[config.mk]
export PLATFORM = sky130hd
export DESIGN_NAME = column_sweep_scheduler
export DESIGN_NICKNAME = d
export VERILOG_FILES = /design/src/rtl/column_sweep_scheduler.sv
export SDC_FILE = /design/constraint.sdc
export NUM_CORES = 1
export LEC_CHECK = 0
export ABC_AREA = 1
export CORE_MARGIN = 4
export CORE_UTILIZATION = 45
export CTS_CLUSTER_SIZE = 24
export DETAILED_ROUTE_END_ITERATION = 8
export PLACE_DENSITY = 0.81
export SETUP_SLACK_MARGIN = 0.02
export SKIP_LAST_GASP = 1
export SLEW_MARGIN = 0
export SYNTH_ARGS = -nofsm -noshare
export SYNTH_HDL_FRONTEND = slang
export SYNTH_SLANG_ARGS = --single-unit
[constraint.sdc]
create_clock -name clk_in -period 3 [get_ports clk_in]
set_input_delay 0.75 -clock clk_in [delete_from_list [all_inputs] [get_ports clk_in]]
set_output_delay 0.75 -clock clk_in [all_outputs]
set_load 0.005 [all_outputs]
[src/rtl/column_sweep_scheduler.sv]
// Purpose : per-rotation-slot sequencer; sweeps scan indices 0..SCAN_RATE-1 for each new theta slot
// Latency : theta change (IDLE) to first col_valid = 2 cycles; at least 2 cycles per offered index
// Backpr. : an offer is held stable until hub75_ready; a theta change mid-sweep aborts only after the transfer
//
// Optional feature macro: SKIP_MASK_EN
//   defined   -> masked indices are skipped (one cycle each, no handshake); col_blank tied to 0
//   undefined -> every index is offered; masked indices are offered with col_blank = 1
//
// Ports:
//   clk_in, rst_n_in    clock, synchronous active-low reset
//   dtheta              current rotational slot from the rotation tracker
//   col_mask            per-scan-index lit mask for the current slot (sampled in SCAN only)
//   hub75_ready         driver accepts the offered column this cycle
//   col_valid/col_index/col_blank   column offer to the datapath / driver
//   slot_theta          theta latched for the sweep in progress
//   sweep_done          one-cycle pulse when a sweep covers all indices
//   overrun_count       saturating count of aborted sweeps
//   busy                sequencer is not idle
module column_sweep_scheduler #(
    parameter int ROTATIONAL_RES = 256,
    parameter int SCAN_RATE      = 32,
    parameter int OVR_W          = 8
) (
    input  logic                              clk_in,
    input  logic                              rst_n_in,
    input  logic [$clog2(ROTATIONAL_RES)-1:0] dtheta,
    input  logic [SCAN_RATE-1:0]              col_mask,
    input  logic                              hub75_ready,
    output logic                              col_valid,
    output logic [$clog2(SCAN_RATE)-1:0]      col_index,
    output logic                              col_blank,
    output logic [$clog2(ROTATIONAL_RES)-1:0] slot_theta,
    output logic                              sweep_done,
    output logic [OVR_W-1:0]                  overrun_count,
    output logic                              busy
);

    localparam int TW = $clog2(ROTATIONAL_RES);
    localparam int IW = $clog2(SCAN_RATE);

    typedef enum logic [1:0] {
        S_IDLE  = 2'd0,
        S_SCAN  = 2'd1,
        S_OFFER = 2'd2,
        S_DONE  = 2'd3
    } state_t;

    state_t           r_state;
    logic             r_primed;
    logic [IW-1:0]    r_idx;
    logic             r_col_valid;
    logic [IW-1:0]    r_col_index;
    logic [TW-1:0]    r_slot_theta;
    logic             r_sweep_done;
    logic [OVR_W-1:0] r_overrun_count;
    logic             r_busy;
`ifndef SKIP_MASK_EN
    logic             r_col_blank;
`endif

    logic w_theta_chg;
    logic w_last;
    logic w_xfer;
    logic w_ovr_sat;

    assign w_theta_chg = (dtheta != r_slot_theta);
    assign w_last      = (r_idx == IW'(SCAN_RATE - 1));
    assign w_xfer      = r_col_valid & hub75_ready;
    assign w_ovr_sat   = (r_overrun_count == {OVR_W{1'b1}});

    always_ff @(posedge clk_in) begin
        if (!rst_n_in) begin
            r_state         <= S_IDLE;
            r_primed        <= 1'b0;
            r_idx           <= '0;
            r_col_valid     <= 1'b0;
            r_col_index     <= '0;
            r_slot_theta    <= '0;
            r_sweep_done    <= 1'b0;
            r_overrun_count <= '0;
            r_busy          <= 1'b0;
`ifndef SKIP_MASK_EN
            r_col_blank     <= 1'b0;
`endif
        end else begin
            r_sweep_done <= 1'b0;
            case (r_state)
                S_IDLE: begin
                    // primed=0 forces the very first sweep even if dtheta matches the reset theta
                    if (!r_primed || w_theta_chg) begin
                        r_slot_theta <= dtheta;
                        r_idx        <= '0;
                        r_primed     <= 1'b1;
                        r_busy       <= 1'b1;
                        r_state      <= S_SCAN;
                    end
                end
                S_SCAN: begin
                    if (w_theta_chg) begin
                        // rotation outran the panel: restart for the new slot
                        if (!w_ovr_sat) r_overrun_count <= r_overrun_count + OVR_W'(1);
                        r_slot_theta <= dtheta;
                        r_idx        <= '0;
                    end else if (col_mask[r_idx]) begin
                        r_col_index <= r_idx;
                        r_col_valid <= 1'b1;
`ifndef SKIP_MASK_EN
                        r_col_blank <= 1'b0;
`endif
                        r_state     <= S_OFFER;
                    end else begin
`ifdef SKIP_MASK_EN
                        if (w_last) begin
                            r_sweep_done <= 1'b1;
                            r_state      <= S_DONE;
                        end else begin
                            r_idx <= r_idx + IW'(1);
                        end
`else
                        r_col_index <= r_idx;
                        r_col_valid <= 1'b1;
                        r_col_blank <= 1'b1;
                        r_state     <= S_OFFER;
`endif
                    end
                end
                S_OFFER: begin
                    // offer is never withdrawn; an abort waits for the transfer
                    if (w_xfer) begin
                        r_col_valid <= 1'b0;
                        if (w_theta_chg) begin
                            if (!w_ovr_sat) r_overrun_count <= r_overrun_count + OVR_W'(1);
                            r_slot_theta <= dtheta;
                            r_idx        <= '0;
                            r_state      <= S_SCAN;
                        end else if (w_last) begin
                            r_sweep_done <= 1'b1;
                            r_state      <= S_DONE;
                        end else begin
                            r_idx   <= r_idx + IW'(1);
                            r_state <= S_SCAN;
                        end
                    end
                end
                S_DONE: begin
                    r_busy  <= 1'b0;
                    r_state <= S_IDLE;
                end
                default: begin
                    r_busy  <= 1'b0;
                    r_state <= S_IDLE;
                end
            endcase
        end
    end

    assign col_valid     = r_col_valid;
    assign col_index     = r_col_index;
    assign slot_theta    = r_slot_theta;
    assign sweep_done    = r_sweep_done;
    assign overrun_count = r_overrun_count;
    assign busy          = r_busy;
`ifdef SKIP_MASK_EN
    assign col_blank     = 1'b0;
`else
    assign col_blank     = r_col_blank;
`endif

endmodule

==> results of run 1 <==
## report_power, final
| group | internal (mW) | leakage (nW) | switching (mW) |
|---|---|---|---|
| clock | 0.271 | 0.0585 | 0.165 |
| combinational | 0.380 | 0.923 | 0.479 |
| sequential | 0.523 | 0.270 | 0.0996 |
| total | 1.17 | 1.25 | 0.744 |
## kinds of logic after synthesis
| family | share of synthesized area, % |
|---|---|
| buffers and inverters | 8.28 |
| AO/OA/AOI/OAI | 10.4 |
| AND/OR/NAND/NOR | 39.9 |
| flip-flops | 31.9 |
| XOR/XNOR | 4.66 |
| adder cells (fa/ha/maj) | 4.84 |
## worst paths after layout
check,start,endpoint,cells past startpoint
setup / recovery,dtheta[7],col_blank,12
hold / removal,overrun_count[6],overrun_count[6],2
setup reg to reg,r_idx[1],r_idx[1],11
hold reg to reg,overrun_count[6],overrun_count[6],2
## area by class of cell
cell class / instances / area [sq um] / share of cell area (%)
multi-input cells: 233 / 1240 / 42.8
repair buffers: 69 / 686 / 23.7
flip-flops and latches: 33 / 661 / 22.8
inverters: 34 / 128 / 4.41
clock buffers: 7 / 86.3 / 2.98
well taps: 52 / 65.1 / 2.25
clock inverters: 1 / 30.0 / 1.04
## state kept, by name, summed over array words and instances, names as in the netlist
signal and flops:
slot_theta 8, busy 1, col_valid 1, col_blank 1, r_state 2, col_index 5, r_idx 5, r_primed 1
sweep_done 1, overrun_count 8
## metal layers
layer  track usage (%)  wire length [microns]  share of wire (%)  up-vias
met3              5.80                    333                6.3        5
met2              35.7                   2590                 49       65
met1              24.6                   2340                 44      996
met5                 0                      0                  0        -
li1                  -                      -                  -     1133
met4              3.88                     44               0.83        0
## worst reg2reg max path, stage by stage (launching register included)
cell and delay (ns):
dfxtp_1 0.60, ha_1 0.25, nand2_1 0.07, nor2_1 0.12
ha_1 0.16, inv_1 0.06, nor2_2 0.18, nor2_4 0.08
nand2_4 0.07, inv_2 0.04, nor2_1 0.08, nor2_1 0.05
## placed cells by master (no fill, tap or decap)
cell type,Yosys,layout
or2_2,2,2
nor4_1,1,1
bufinv_16,0,1
o21ai_0,15,15
nor3_1,10,10
nand3_2,1,1
o211a_1,1,1
nand2_2,5,5
nand3_1,43,43
inv_2,4,4
clkbuf_8,0,6
nand2_4,2,2
o21ai_2,1,1
a21oi_2,1,1
xnor2_1,6,6
ha_1,8,8
xor2_1,5,5
clkinv_1,3,3
dfxtp_1,33,33
clkdlybuf4s50_1,0,67
nand2_1,82,82
nor2_4,3,3
o21ai_1,3,3
a41oi_2,1,1
a21oi_1,13,13
nand4_1,2,2
clkbuf_1,1,1
nor2_2,2,2
nand4_4,1,1
o21ai_4,1,1
nor2_1,24,24
buf_4,2,2
inv_1,27,27
==> run summary, run 1 <==
Place WS = 0.539 ns
routed vias/inst = 5.13
Core Util, Final = 65.5%
setup bufs post-CTS = 0
CP dominant cell by count = nand2_1
synthesis-stage register bit count = 33
final worst setup slack = 0.843 ns
crit-path cells = clkdlybuf4s50_1, inv_1, nand2_1, nand2_1, nand2_1, nor2_4, nand3_1, clkinv_1, nand3_1, nand3_1, nand2_1, inv_1
Tot Pwr = 1.92 mW
H-tree Lvls = 2
DRT iter0 DRCs = 130
antenna violations before repair = 0
CTS max path bufs = 2
routability cong. = 0.842
WS Path Type = input pin to register
dpl cells = 421
DIE HEIGHT = 75.8 microns
vias = 2199
Synth Warn # = 0
hold buffer count at cts = 0
Clock Latency Late Sink = 0.29 ns
Hold WS = 0.501 ns
synth unique cells = 31
Die ar. = 5750 sq um
leakage dissipation = 1.25 nW
Final ANT Viol Nets = 0
First-pass DRT Iterations = 4
Synth Flop Type = dfxtp_1
fill cell count = 390
CP Max Fanout = 10
non-filler cells, final = 429
cts bufs inserted = 5
post-DP HPWL = 4050 microns
first-pass GRT wire length = 9130 microns
I/O pins = 68
cell area after placement = 2780 sq um
leading area contributor after synthesis = dfxtp_1
Port Buffers = 67
arrival time at the worst endpoint = 2.34 ns
CTS tree = yes
ant diodes = 0
clk slew on worst S/H paths = 0.07 ns
Synth top area share = 31.9%
Rows = 24
syn nets = 359
max_slew headroom = 70.1%
Max Fclk = 464 MHz
mean routed wirelength per cell = 12.4 microns
vias in the first global route = 2095
unrepaired setup endpoints after global routing = false
Cells after Synth = 308
min cycle time layout = 2.16 ns
sequential area share after synthesis = 31.9%
clock skew = 0.00771 ns
Die X = 75.8 microns
slowest stage delay, CP = 0.51 ns
Max-Cap Viols = 0
Critical-path top delay cell = clkdlybuf4s50_1
setup_tns = 0 ns
delay-heaviest family, CP = buffers and inverters
Sink Count = 33
pwr dens = 663 nW/um^2
Hold WC Path Type = register to register
IR drop worst, VDD = 470 uV
pin count of the biggest net entering global routing = 25
Mean Syn Cell Area = 6.72 sq um
Synth async-reset ratio = 0%
Setup crit end kind = register
clock root buffer master = clkbuf_8
Starting Density = 46.9%
Post-synth top cells = 82 x nand2_1, 43 x nand3_1, 33 x dfxtp_1
layout cells sized above 1 = 8.75%
crit start category = input pin
post_cts resized = 0
result of the run = finished, final reports clean
final std cell area, no fill = 2890 sq um
total grt overflow = 0
fin crit share = 71.9%
core area = 4410 sq um
worst-margin pin slew = 0.449 ns
top-count cell post-synth = nand2_1
CP bufs+invs = 4
Remaining DRCs = 0
DRT Wirelength = 5300 microns
Hold Fails Final Rpt = 0
Worst EP required = 3.19 ns
Final nets = 427
final setup fails = 0
area grow syn2layout = 39.8%
worst reg2reg setup slack = 1.15 ns
Post-synth EDFFs = 0
Tot GR Track Use = 20.3%
area of the mapped netlist = 2070 sq um
Final Max Slew Viols = 0
top cells by area, synth = dfxtp_1 32%, nand2_1 15%, nand3_1 10%
Note: power is estimated with default switching activity, not from simulation.
==> inputs of run 2 (changes only) <==
CORE_UTILIZATION = 42   (was 45)
PLACE_DENSITY = 0.79   (was 0.81)
clock period = 1.76 ns   (was 3 ns; I/O delays follow)
==> run summary, run 2 (same netlist as run 1, synthesis figures left out) <==
Max Fclk = 597 MHz
fill cell count = 439 (+13%)
hold buffer count at cts = 0 (unchanged)
H-tree Lvls = 2 (unchanged)
crit start category = register
GR Layer Usage met3 = 5.39% (-0.41 points)
Setup crit end kind = output port
GRT busiest layer = met2
result of the run = finished, final reports clean
antenna violations before repair = 0 (unchanged)
Clock Latency Late Sink = 0.29 ns (about the same)
DRT iter0 DRCs = 132 (+1.5%)
DRT Wirelength = 5530 microns (+4.2%)
RR Endpoint = overrun_count[7]
worst-margin pin slew = 0.283 ns (-0.166 ns)
min cycle time layout = 1.67 ns
Hold WS = 0.494 ns (-0.00697 ns)
Final nets = 439 (+2.8%)
Reg2Reg Depth = 8 (-3)
delay-heaviest family, CP = buffers and inverters
leading cell type in the layout, fill and taps excluded = nand2_1
Port Buffers = 67 (unchanged)
I/O pins = 68 (unchanged)
worst r2r src = r_state[1]
pin count of the biggest net entering global routing = 19 (-24%)
final setup fails = 0 (unchanged)
total grt overflow = 0 (unchanged)
routability cong. = 0.884 (+4.9%)
ant diodes = 0 (unchanged)
Worst EP required = 1.32 ns (-1.87 ns)
slowest stage delay, CP = 0.53 ns (+0.02 ns)
IR drop worst, VDD = 804 uV (+71%)
Final Max Slew Viols = 0 (unchanged)
hold endpoint = overrun_count[6]
Max-Cap Viols = 0 (unchanged)
dpl cells = 447 (+6.2%)
CTS tree = yes
unrepaired setup endpoints after global routing = false
Remaining DRCs = 0 (unchanged)
met1 GRT Util = 22.5% (-2.2 points)
arrival time at the worst endpoint = 1.23 ns (-1.11 ns)
CTS max path bufs = 2 (unchanged)
Sink Count = 33 (unchanged)
vias = 2239 (+1.8%)
hold_sp = overrun_count[6]
Tot GR Track Use = 19.1% (-1.2 points)
cts bufs inserted = 5 (unchanged)
crit-path cells = clkdlybuf4s50_1
layout cells sized above 1 = 14.9% (+6.2 points)
commonest cells after routing, fill and taps aside = 80 x nand2_1, 59 x clkdlybuf4s50_1, 41 x nand3_1
vias in the first global route = 2244 (+7.1%)
DIE HEIGHT = 78.2 microns (+3.1%)
pwr dens = 1090 nW/um^2 (+65%)
Starting Density = 43.5% (-3.4 points)
CP bufs+invs = 1 (-3)
Core Util, Final = 63.6% (-2.0 points)
Tot Pwr = 3.30 mW (+72%)
routed vias/inst = 4.91 (-4.2%)
Critical-path top delay cell = clkdlybuf4s50_1
WS Path Type = register to output port
clock skew = 0.00577 ns (-0.00194 ns)
Die ar. = 6110 sq um (+6.4%)
M2 GR Usage = 34.2% (-1.6 points)
first-pass GRT wire length = 9620 microns (+5.4%)
Hold Fails Final Rpt = 0 (unchanged)
post-DP HPWL = 4180 microns (+3.3%)
Rows = 25 (+4.2%)
worst reg2reg setup slack = 0.16 ns (-0.99 ns)
mean routed wirelength per cell = 12.1 microns (-1.9%)
CP Max Fanout = 4 (-6)
Min-Delay Path Depth = 2 (unchanged)
non-filler cells, final = 456 (+6.3%)
Crit. path cell count = 1 (-11)
core area = 4750 sq um (+7.7%)
clk slew on worst S/H paths = 0.07 ns (about the same)
clock root buffer master = clkbuf_8
Die X = 78.2 microns (+3.1%)
fin crit share = 95.2%
area grow syn2layout = 46.1%
leakage dissipation = 1.32 nW (+5.6%)
First-pass DRT Iterations = 5 (+1)
Hold WC Path Type = register to register
max_slew headroom = 81.0% (+11 points)
Final ANT Viol Nets = 0 (unchanged)
[run 2: per-layer routing]
| metal | routed length [microns] | vias to the layer above |
|---|---|---|
| met5 | 0 | - |
| met4 | 25 | 0 |
| met1 | 2370 | 1021 |
| met3 | 294 | 4 |
| met2 | 2840 | 60 |
| li1 | - | 1154 |
[run 2: worst max path at each step]
stage                                 from                to  slack [ns]
final                     overrun_count[7]  overrun_count[7]        0.09
after global routing           hub75_ready  overrun_count[2]        0.02
after global placement           dtheta[1]          r_idx[4]       -0.32
after detailed placement         dtheta[1]          r_idx[2]       -0.38
after CTS                 overrun_count[0]  overrun_count[0]        0.07
after floorplan                 r_state[0]  overrun_count[2]        0.27
[run 2: through the flow]
stage	cell area (sq um)	TNS [ns]	setup slack, ns
6_report	3020	0	0.0850
5_1_grt	3020	0	0.0196
4_1_cts	3000	0	0.0668
3_5_place_dp	2880	-9.66	-0.381
3_3_place_gp	2880	-7.82	-0.317
2_1_floorplan	2070	0	0.266
[run 2: power by group]
part / switching, mW / total (mW) / internal [mW]
Combinational: 0.908 / 1.64 / 0.728
Clock: 0.277 / 0.630 / 0.353
Sequential: 0.137 / 1.04 / 0.900
[run 2: area by class of cell]
| class | instances | area [sq um] | share of cell area [%] |
|---|---|---|---|
| timing repair buffer | 81 | 766 | 25.3 |
| tap | 67 | 83.8 | 2.77 |
| clock inverter | 1 | 5.00 | 0.166 |
| multi-input combinational | 233 | 1280 | 42.3 |
| sequential | 33 | 667 | 22.1 |
| inverter | 34 | 128 | 4.22 |
| clock buffer | 7 | 96.3 | 3.19 |
[run 2: repair_timing]
action	4_1_cts	5_1_grt
setup buffers	1	0
endpoints found under the setup margin	22	18
pin swaps	7	0
resized for setup	14	8
